**config.mk**
```make
export PLATFORM = sky130hd
export DESIGN_NAME = fetch_sequencer
export DESIGN_NICKNAME = d
export VERILOG_FILES = /design/src/rtl/cpu_types_pkg.sv /design/src/rtl/next_pc_mux.sv /design/src/rtl/fetch_sequencer.sv
export SDC_FILE = /design/constraint.sdc
export NUM_CORES = 1
export LEC_CHECK = 0
export ABC_AREA = 0
export ABC_CLOCK_PERIOD_IN_PS = 4300
export CAP_MARGIN = 25
export CORE_UTILIZATION = 31
export DETAILED_ROUTE_END_ITERATION = 12
export PLACE_DENSITY = 0.59
export SLEW_MARGIN = 20
export SYNTH_ARGS = -nofsm -noshare
export SYNTH_HDL_FRONTEND = slang
export SYNTH_HIERARCHICAL = 1
export SYNTH_SLANG_ARGS = --single-unit
```
**constraint.sdc**
```tcl
create_clock -name CLK -period 4.3 [get_ports CLK]
set_input_delay 0.43 -clock CLK [delete_from_list [all_inputs] [get_ports CLK]]
set_output_delay 0.43 -clock CLK [all_outputs]
set_load 0.02 [all_outputs]
```
**src/rtl/cpu_types_pkg.sv**
```systemverilog
// Types and constants shared by the fetch stage and the instruction decoder.
package cpu_types_pkg;

    typedef logic [31:0] word_t;

    localparam logic [1:0] PCSEL_PLUS4  = 2'b00;
    localparam logic [1:0] PCSEL_REG    = 2'b01;
    localparam logic [1:0] PCSEL_JUMP   = 2'b10;
    localparam logic [1:0] PCSEL_BRANCH = 2'b11;

    typedef enum logic [1:0] {
        ST_FETCH  = 2'b00,
        ST_EXEC   = 2'b01,
        ST_MEM    = 2'b10,
        ST_HALTED = 2'b11
    } fetch_state_t;

    // Branch displacement in bytes: sign-extended word offset shifted left by two.
    function automatic word_t branch_offset(input logic [15:0] imm);
        return {{14{imm[15]}}, imm, 2'b00};
    endfunction

endpackage

```
**src/rtl/next_pc_mux.sv**
```systemverilog
// Combinational next-PC selection: sequential, register, jump and branch targets.
module next_pc_mux
    import cpu_types_pkg::*;
(
    input  word_t       pc,
    input  logic [25:0] instr_index,
    input  logic [1:0]  pc_sel,
    input  word_t       rs_data,
    output word_t       pc_plus4,
    output word_t       next_pc
);

    assign pc_plus4 = pc + 32'd4;

    always_comb begin
        next_pc = pc_plus4;
        case (pc_sel)
            PCSEL_PLUS4:  next_pc = pc_plus4;
            PCSEL_REG:    next_pc = rs_data;
            // Jump target keeps the region bits of the delay-slot-free PC+4.
            PCSEL_JUMP:   next_pc = {pc_plus4[31:28], instr_index, 2'b00};
            PCSEL_BRANCH: next_pc = pc_plus4 + branch_offset(instr_index[15:0]);
            default:      next_pc = pc_plus4;
        endcase
    end

endmodule

```
**src/rtl/fetch_sequencer.sv**
```systemverilog
// Fetch/sequence stage: owns PC and held instruction, steps FETCH -> EXEC -> (MEM) -> FETCH.
module fetch_sequencer
    import cpu_types_pkg::*;
#(
    parameter word_t PC_INIT = 32'h0000_0000
) (
    input  logic        CLK,
    input  logic        nRST,
    input  logic        ihit,
    input  word_t       imemload,
    input  logic        dhit,
    input  logic [1:0]  pc_sel,
    input  logic        memREN,
    input  logic        memWEN,
    input  logic        halt,
    input  word_t       rs_data,
    output logic        imemREN,
    output word_t       imemaddr,
    output word_t       instr,
    output word_t       pc,
    output word_t       pc_plus4,
    output logic        dmemREN,
    output logic        dmemWEN,
    output logic        commit,
    output logic        halted
);

    fetch_state_t state_reg;
    word_t        pc_reg;
    word_t        instr_reg;
    logic         halted_reg;
    word_t        next_pc;
    logic         mem_req;

    next_pc_mux u_next_pc_mux (
        .pc          (pc_reg),
        .instr_index (instr_reg[25:0]),
        .pc_sel      (pc_sel),
        .rs_data     (rs_data),
        .pc_plus4    (pc_plus4),
        .next_pc     (next_pc)
    );

    assign mem_req  = memREN | memWEN;
    assign pc       = pc_reg;
    assign imemaddr = pc_reg;
    assign instr    = instr_reg;
    assign halted   = halted_reg;

    // Requests and commit are gated by nRST so an aborted access never leaks a strobe.
    always_comb begin
        imemREN = 1'b0;
        dmemREN = 1'b0;
        dmemWEN = 1'b0;
        commit  = 1'b0;
        if (nRST) begin
            case (state_reg)
                ST_FETCH: imemREN = 1'b1;
                ST_EXEC:  commit  = ~halt & ~mem_req;
                ST_MEM: begin
                    dmemREN = memREN;
                    dmemWEN = memWEN;
                    commit  = dhit;
                end
                default: ;
            endcase
        end
    end

    always_ff @(posedge CLK) begin
        if (!nRST) begin
            state_reg  <= ST_FETCH;
            pc_reg     <= PC_INIT;
            instr_reg  <= '0;
            halted_reg <= 1'b0;
        end else begin
            case (state_reg)
                ST_FETCH: begin
                    if (ihit) begin
                        instr_reg <= imemload;
                        state_reg <= ST_EXEC;
                    end
                end
                ST_EXEC: begin
                    // HALT wins over any memory request carried by the same word.
                    if (halt) begin
                        halted_reg <= 1'b1;
                        state_reg  <= ST_HALTED;
                    end else if (mem_req) begin
                        state_reg <= ST_MEM;
                    end else begin
                        pc_reg    <= next_pc;
                        state_reg <= ST_FETCH;
                    end
                end
                ST_MEM: begin
                    if (dhit) begin
                        pc_reg    <= next_pc;
                        state_reg <= ST_FETCH;
                    end
                end
                ST_HALTED: halted_reg <= 1'b1;
                default:   state_reg  <= ST_FETCH;
            endcase
        end
    end

endmodule
```
==> results.md, run 1 <==
* Total grt overflow at 0
* Total track usage at 22.2%
* Number of endpoints failing setup at the final stage at 0
* CP Data Required Time at 4580 ps
* Pwr dens at 244 nW/um2
* Initial antenna violation count at 0
* LEAKAGE at around 0.0034 uW
* Largest net degree at the start of global routing at 113
* Worst Tran Pin Value at 1060 ps
* Top post-synthesis cells by area: dfxtp_1 (21%), nand4_1 (14%), mux4_2 (7.6%)
* Fmax at 245 MHz
* CP max FO at 6
* DR pass1 iterations at 7
* Synth warn at 6
* Die height at 147 um
* Max-slew violation count at 0
* Final TNS setup at 0 ps
* Wire per inst at 19.8 um
* Inserted Clock Buffers at 9
* Max-cap violation count at 0
* Area of the multi-input gates at ~4600 um2
* Share of cells above drive strength 1 at 9.40%
* Area delta synth->final at 37.8%
* Syn Nets at 926
* Share of the synthesized area in the top cell type at approximately a fifth
* CP Class: reg2reg
* Fin crit period at between 4000 and 5000 ps
* Commonest non-fill, non-tap cell in the layout: clkdlybuf4s50_1
* CTS tree: built
* R2R Setup Slk at 220 ps
* Crit end category: flip-flop
* Hold Fails Final Rpt at 0
* Relative slew margins at slightly below 30%
* Clk pin slew, worst setup/hold paths at 60 ps
* H-tree levels at 3
* Synthesized area at 6500 um2
* Final ANT Viol Nets at 0
* Worst skew pair latency at ~350 ps
* WP data arrival at around 4400 ps
* Clk buf depth at 2
* Hold depth at 2
* First-pass GRT wire length at about 37,000 um
* Most frequent cells in the layout: clkdlybuf4s50_1 (204), nand4_1 (144), nand2_1 (105)
* RR Startpoint: imemaddr[10]$_SDFFE_PN0P_
* Row count at 52
* # nets final at 1,077
* Port Buf Inserts at 205
* Post-Synthesis Cells at 813
* Async S/R FF share, synth at 0%
* Min-Delay Path Class: reg2reg
* Top_reg_cell synth: dfxtp_1
* Synthesized area per cell at 8.00 um2
* Post-synthesis sequential area ratio at 20.6%
* Gp weighted congestion at 0.956
* Synth cell types at 58
* Core area at 20,400 um2
* Layout fillers at just over 2,000
* Clock Skew at 8.83 ps
* Hold Path Origin: instr[29]$_SDFFE_PN0P_
* Vias at between 7,000 and 8,000
* Vias in the first global route at 6,557
* Residual DRC count at 0
* Worst r2r path cells at 15
* Worst setup startpoint: imemaddr[10]$_SDFFE_PN0P_
* Max IR drop VDD at approximately 0.16 mV
* Root Buffer Master: clkbuf_16
* Detailed Place HPWL at 17,900 um
* Top Ports at 206
* DR vias/cell at around 5.8
* Starting Density at 31.8%
* Drt total wl at 24,500 um
* Ant diodes at 0
* RSZ-0062 raised after global routing: false
* Number of synthesized flops with an enable pin at 0
* Yosys reg bits at 67
* Worst r2r dst: imemaddr[31]$_SDFFE_PN0P_
* Worst Hold End: instr[29]$_SDFFE_PN0P_
* Sink Count at 67
* Status: finished, final reports clean
* Post-synth top area cell: dfxtp_1
* DIE WIDTH at 147 um
* Startpoint Class: flip-flop
* Flip-flop and latch area at 1340 um2
* DIE AREA at 21,600 um2
* Hold Slack at 464 ps
* Period utilization at 94.9%
* Drt initial violations at about 580
==> what timing repair did <==
action                                  in CTS  in global routing
gates resized for setup                      0                  5
endpoints found under the setup margin       0                  8
hold buffers                                 0                  0
buffers inserted                             0                  3
==> per-layer routing <==
| layer | wire (um) | share of wire (%) | global-route usage (%) | vias to the layer above |
|---|---|---|---|---|
| met5 | 0 | 0 | 0 | - |
| met2 | 11600 | 47 | 36.3 | 316 |
| met1 | 10500 | 43 | 28.7 | 3464 |
| met4 | 582 | 2.4 | 8.07 | 0 |
| li1 | - | - | - | 3340 |
| met3 | 1880 | 7.7 | 4.88 | 33 |
==> stage by stage <==
stage	util, %	cell area [um2]	setup WS, ps	total power (uW)	cells
floorplan	-	6500	81.9	1130	813
global placement	42.2	8620	275	1430	1220
detailed placement	42.2	8620	158	1430	1220
CTS	43.6	8910	122	2200	1235
global route	43.9	8960	18.1	2280	1238
finish	43.9	8960	218	2190	1238
==> kinds of logic after synthesis <==
family | after synthesis | synth area share, %
and+or+nand+nor | 371 | 31.9
AOI/OAI and AO/OA | 132 | 14.0
buffers and inverters | 118 | 9.33
DFF | 67 | 20.6
xor gates and xnor gates | 53 | 7.14
adders and majority gates | 40 | 7.81
muxes | 32 | 9.21
==> area by class of cell <==
type                            instances  share of cell area [%]
Clock buffer                           13                    2.90
Clock inverter                          2                   0.391
Inverter                               14                   0.586
Multi-Input combinational cell        628                    51.2
Sequential cell                        67                    15.0
Tap cell                              270                    3.77
Timing Repair Buffer                  244                    26.1
==> worst max path at each step <==
stage | end | slack (ps) | cells past startpoint
3_3_place_gp | imemaddr[28]$_SDFFE_PN0P_ | 270 | 16
4_1_cts | imemaddr[28]$_SDFFE_PN0P_ | 120 | 14
5_1_grt | imemaddr[28]$_SDFFE_PN0P_ | 20 | 16
3_5_place_dp | imemaddr[28]$_SDFFE_PN0P_ | 160 | 14
2_1_floorplan | imemaddr[31]$_SDFFE_PN0P_ | 80 | 17
6_report | imemaddr[31]$_SDFFE_PN0P_ | 220 | 15
==> Yosys cell counts, types with 4 or more instances <==
master,number
dfxtp_1,67
mux2i_1,7
nand3_1,13
nand2_1,105
o21a_1,6
a21boi_0,33
nor2_1,28
buf_1,9
o22ai_1,4
nand2b_1,5
mux4_2,22
a21oi_1,30
nand4_1,144
ha_1,39
nor3_1,7
and3_1,13
nor2b_1,5
a31oi_1,6
nand4b_1,34
and2_1,4
xnor2_1,40
xor2_1,13
buf_4,34
inv_1,13
a21o_1,14
o21ai_0,13
clkbuf_1,47
buf_2,11
==> report_power, final <==
group / total, uW / switching [uW] / internal (uW)
logic: 706 / 387 / 320
clock network: 769 / 292 / 477
registers: 712 / 49.1 / 663
total: 2190 / 728 / 1460
==> worst max-delay path, stage by stage (launching register included) <==
cell	delay, ps
dfxtp_1	450
nand4_1	230
or3_1	480
nor3_4	330
buf_4	180
nand4_1	110
xnor2_1	390
ha_1	360
a21o_1	180
a21oi_1	200
nand4_1	130
and3_1	210
or2_0	210
a211oi_1	270
nand4_1	120
nand4_1	150
No activity file was read; power rests on OpenSTA's default activity.
==> run 2: changes to the inputs <==
--- a/config.mk
+++ b/config.mk
@@ -11,8 +11,10 @@
 export CORE_UTILIZATION = 31
 export DETAILED_ROUTE_END_ITERATION = 12
 export PLACE_DENSITY = 0.59
+export SETUP_SLACK_MARGIN = 0.1
 export SLEW_MARGIN = 20
 export SYNTH_ARGS = -nofsm -noshare
 export SYNTH_HDL_FRONTEND = slang
 export SYNTH_HIERARCHICAL = 1
 export SYNTH_SLANG_ARGS = --single-unit
+export TNS_END_PERCENT = 5
==> results.md, run 2 (synthesis results as in run 1) <==
* Final TNS setup at 0 ps (unchanged)
* Total track usage at 22.4% (+0.15 points)
* Pwr dens at 249 nW/um2 (+1.9%)
* GR peak layer: met2
* Sw Ratio at 33.6% (+0.33 points)
* Worst setup startpoint: imemaddr[2]$_SDFFE_PN0P_
* Startpoint Class: flip-flop
* Sequential share of power at 31.6% (-0.9 points)
* Min-Delay Path Class: reg2reg
* Die height at 147 um (unchanged)
* Largest net degree at the start of global routing at 69 (-39%)
* Relative slew margins at 35.3% (+5.8 points)
* Commonest non-fill, non-tap cell in the layout: clkdlybuf4s50_1
* Hold depth at 2 (unchanged)
* Inserted Clock Buffers at 9 (unchanged)
* H-tree levels at 3 (unchanged)
* CTS tree: built
* GRT met2 Usage at 36.0% (-0.28 points)
* Vias at 7,087 (-0.92%)
* Total grt overflow at 0 (unchanged)
* Worst r2r path cells at 16 (+1)
* Detailed Place HPWL at 17,800 um (-0.56%)
* DR vias/cell at 5.70 (-1.3%)
* Max-slew violation count at 0 (unchanged)
* Gp weighted congestion at 0.920 (-3.8%)
* DR pass1 iterations at 7 (unchanged)
* Drt total wl at 24,500 um (-0.11%)
* Worst skew pair latency at 350 ps (about the same)
* DP Area at 8660 um2 (+0.44%)
* Row count at 52 (unchanged)
* DIE AREA at 21,600 um2 (unchanged)
* Period utilization at 91.5% (-3.4 points)
* Clk buf depth at 2 (unchanged)
* Crit path largest cell delay at 600 ps (+120 ps)
* CP Class: reg2reg
* Fmax at 254 MHz (+3.7%)
* Drt initial violations at 628 (+8.1%)
* Design Area, Final at 9040 um2 (+0.91%)
* Critical Path, Cell by Cell: ha_1 -> nand4_1 -> buf_4 -> nor2_1 -> xor2_2 -> ha_2 -> a21o_1 -> a21o_1 -> a311oi_1 -> buf_4 -> o41ai_2 -> a21oi_1 -> xnor2_1 -> mux4_2 -> nand4_1 -> nand4_1
* Residual DRC count at 0 (unchanged)
* Non-filler cells, final at 1,243 (+0.40%)
* Sink Count at 67 (unchanged)
* Area delta synth->final at 39.0%
* CP delay by family, top: compound AO/OA/AOI/OAI gates
* CP Data Required Time at 4520 ps (-60 ps)
* CP Depth at 16 (+1)
* Starting Density at 31.8% (unchanged)
* Comb power frac at 31.6% (-0.7 points)
* P_int at 1490 uW (+2.3%)
* Number of endpoints failing setup at the final stage at 0 (unchanged)
* Net Switching at 755 uW (+3.8%)
* CP bufs+invs at 2 (+1)
* # nets final at 1,081 (+0.37%)
* Status: finished, final reports clean
* CP max FO at 6 (unchanged)
* Hold Fails Final Rpt at 0 (unchanged)
* First-pass GRT wire length at 38,000 um (+1.3%)
* Top Ports at 206 (unchanged)
* Clock Skew at 3.56 ps (-5.27 ps)
* Pre-CTS setup slack at 361 ps (+203 ps)
* Worst Tran Pin Value at 970 ps (-86.7 ps)
* Initial antenna violation count at 0 (unchanged)
* Clock power frac at 36.8% (+1.6 points)
* Max IR drop VDD at 0.189 mV (+16%)
* Vias in the first global route at 6,584 (+0.41%)
* M1 GR Usage at 30.3% (+1.6 points)
* LEAKAGE at 0.00341 uW (+0.34%)
* WP data arrival at 4160 ps (-200 ps)
* Fin crit period at 3930 ps (-147 ps)
* Most frequent CP cell: nand4_1
* Root Buffer Master: clkbuf_16
* Ant diodes at 0 (unchanged)
* Most frequent cells in the layout: clkdlybuf4s50_1 (204), nand4_1 (144), nand2_1 (105)
* RSZ-0062 raised after global routing: true
* Crit end category: flip-flop
* Final worst-path setup slack at 365 ps (+147 ps)
* Port Buf Inserts at 205 (unchanged)
* Max-cap violation count at 0 (unchanged)
* DIE WIDTH at 147 um (unchanged)
* Final ANT Viol Nets at 0 (unchanged)
* Wire per inst at 19.7 um (-0.52%)
* Met3 GRT Util at 4.41% (-0.47 points)
* RR Startpoint: imemaddr[2]$_SDFFE_PN0P_
* Core area at 20,400 um2 (unchanged)
* Layout fillers at 2,133 (+3.1%)
* Hold Path Origin: instr[30]$_SDFFE_PN0P_
* Share of cells above drive strength 1 at 10.6% (+1.2 points)
* Placed insts at 1,224 (+0.33%)
* Slowest-stage cell, CP: o41ai_2
* Clk pin slew, worst setup/hold paths at 60 ps (about the same)
run 2: repair_timing:
| item | 4_1_cts | 5_1_grt |
|---|---|---|
| endpoints found under the setup margin | 0 | 8 |
| buffers inserted | 0 | 3 |
| hold buffers | 0 | 0 |
| gates resized for setup | 0 | 9 |
run 2: power by group through the flow:
stage	clock, uW	sequential [uW]	combinational [uW]
4_1_cts	841	712	708
3_5_place_dp	0	725	703
3_3_place_gp	0	725	700
5_1_grt	868	718	762
2_1_floorplan	0	763	370
6_report	827	712	710
run 2: worst paths after layout:
path / slack (ps) / to
worst min-delay path: 460 / instr[30]$_SDFFE_PN0P_
worst max register to register: 370 / imemaddr[24]$_SDFFE_PN0P_
worst min register to register: 460 / instr[30]$_SDFFE_PN0P_
worst max-delay path: 370 / imemaddr[24]$_SDFFE_PN0P_
run 2: metal layers:
layer | vias to the layer above | routed length, um
li1 | 3354 | -
met1 | 3388 | 11000
met2 | 311 | 11400
met3 | 34 | 1680
met4 | 0 | 463
met5 | - | 0
run 2: final cells by class:
type	count	area [um2]	share of cell area, %
flip-flops and latches	67	1340	14.8
repair buffers	248	2370	26.2
inverters	14	52.6	0.581
well taps	270	338	3.74
multi-input cells	628	4620	51.1
clock inverters	6	90.1	0.996
clock buffers	10	229	2.53
run 2: stage by stage:
step	total power [uW]	hold WS [ps]	util (%)
CTS	2260	468	43.9
detailed placement	1430	459	42.4
floorplan	1130	483	-
global placement	1430	451	42.4
global route	2350	492	44.3
finish	2250	465	44.3
run 2: tightest hold or removal path: cells and delay by family (launching register included):
kind / cells / cell delay, ps
AO/OA/AOI/OAI: 1 / 60
flip-flops: 1 / 310
AND/OR/NAND/NOR: 1 / 50
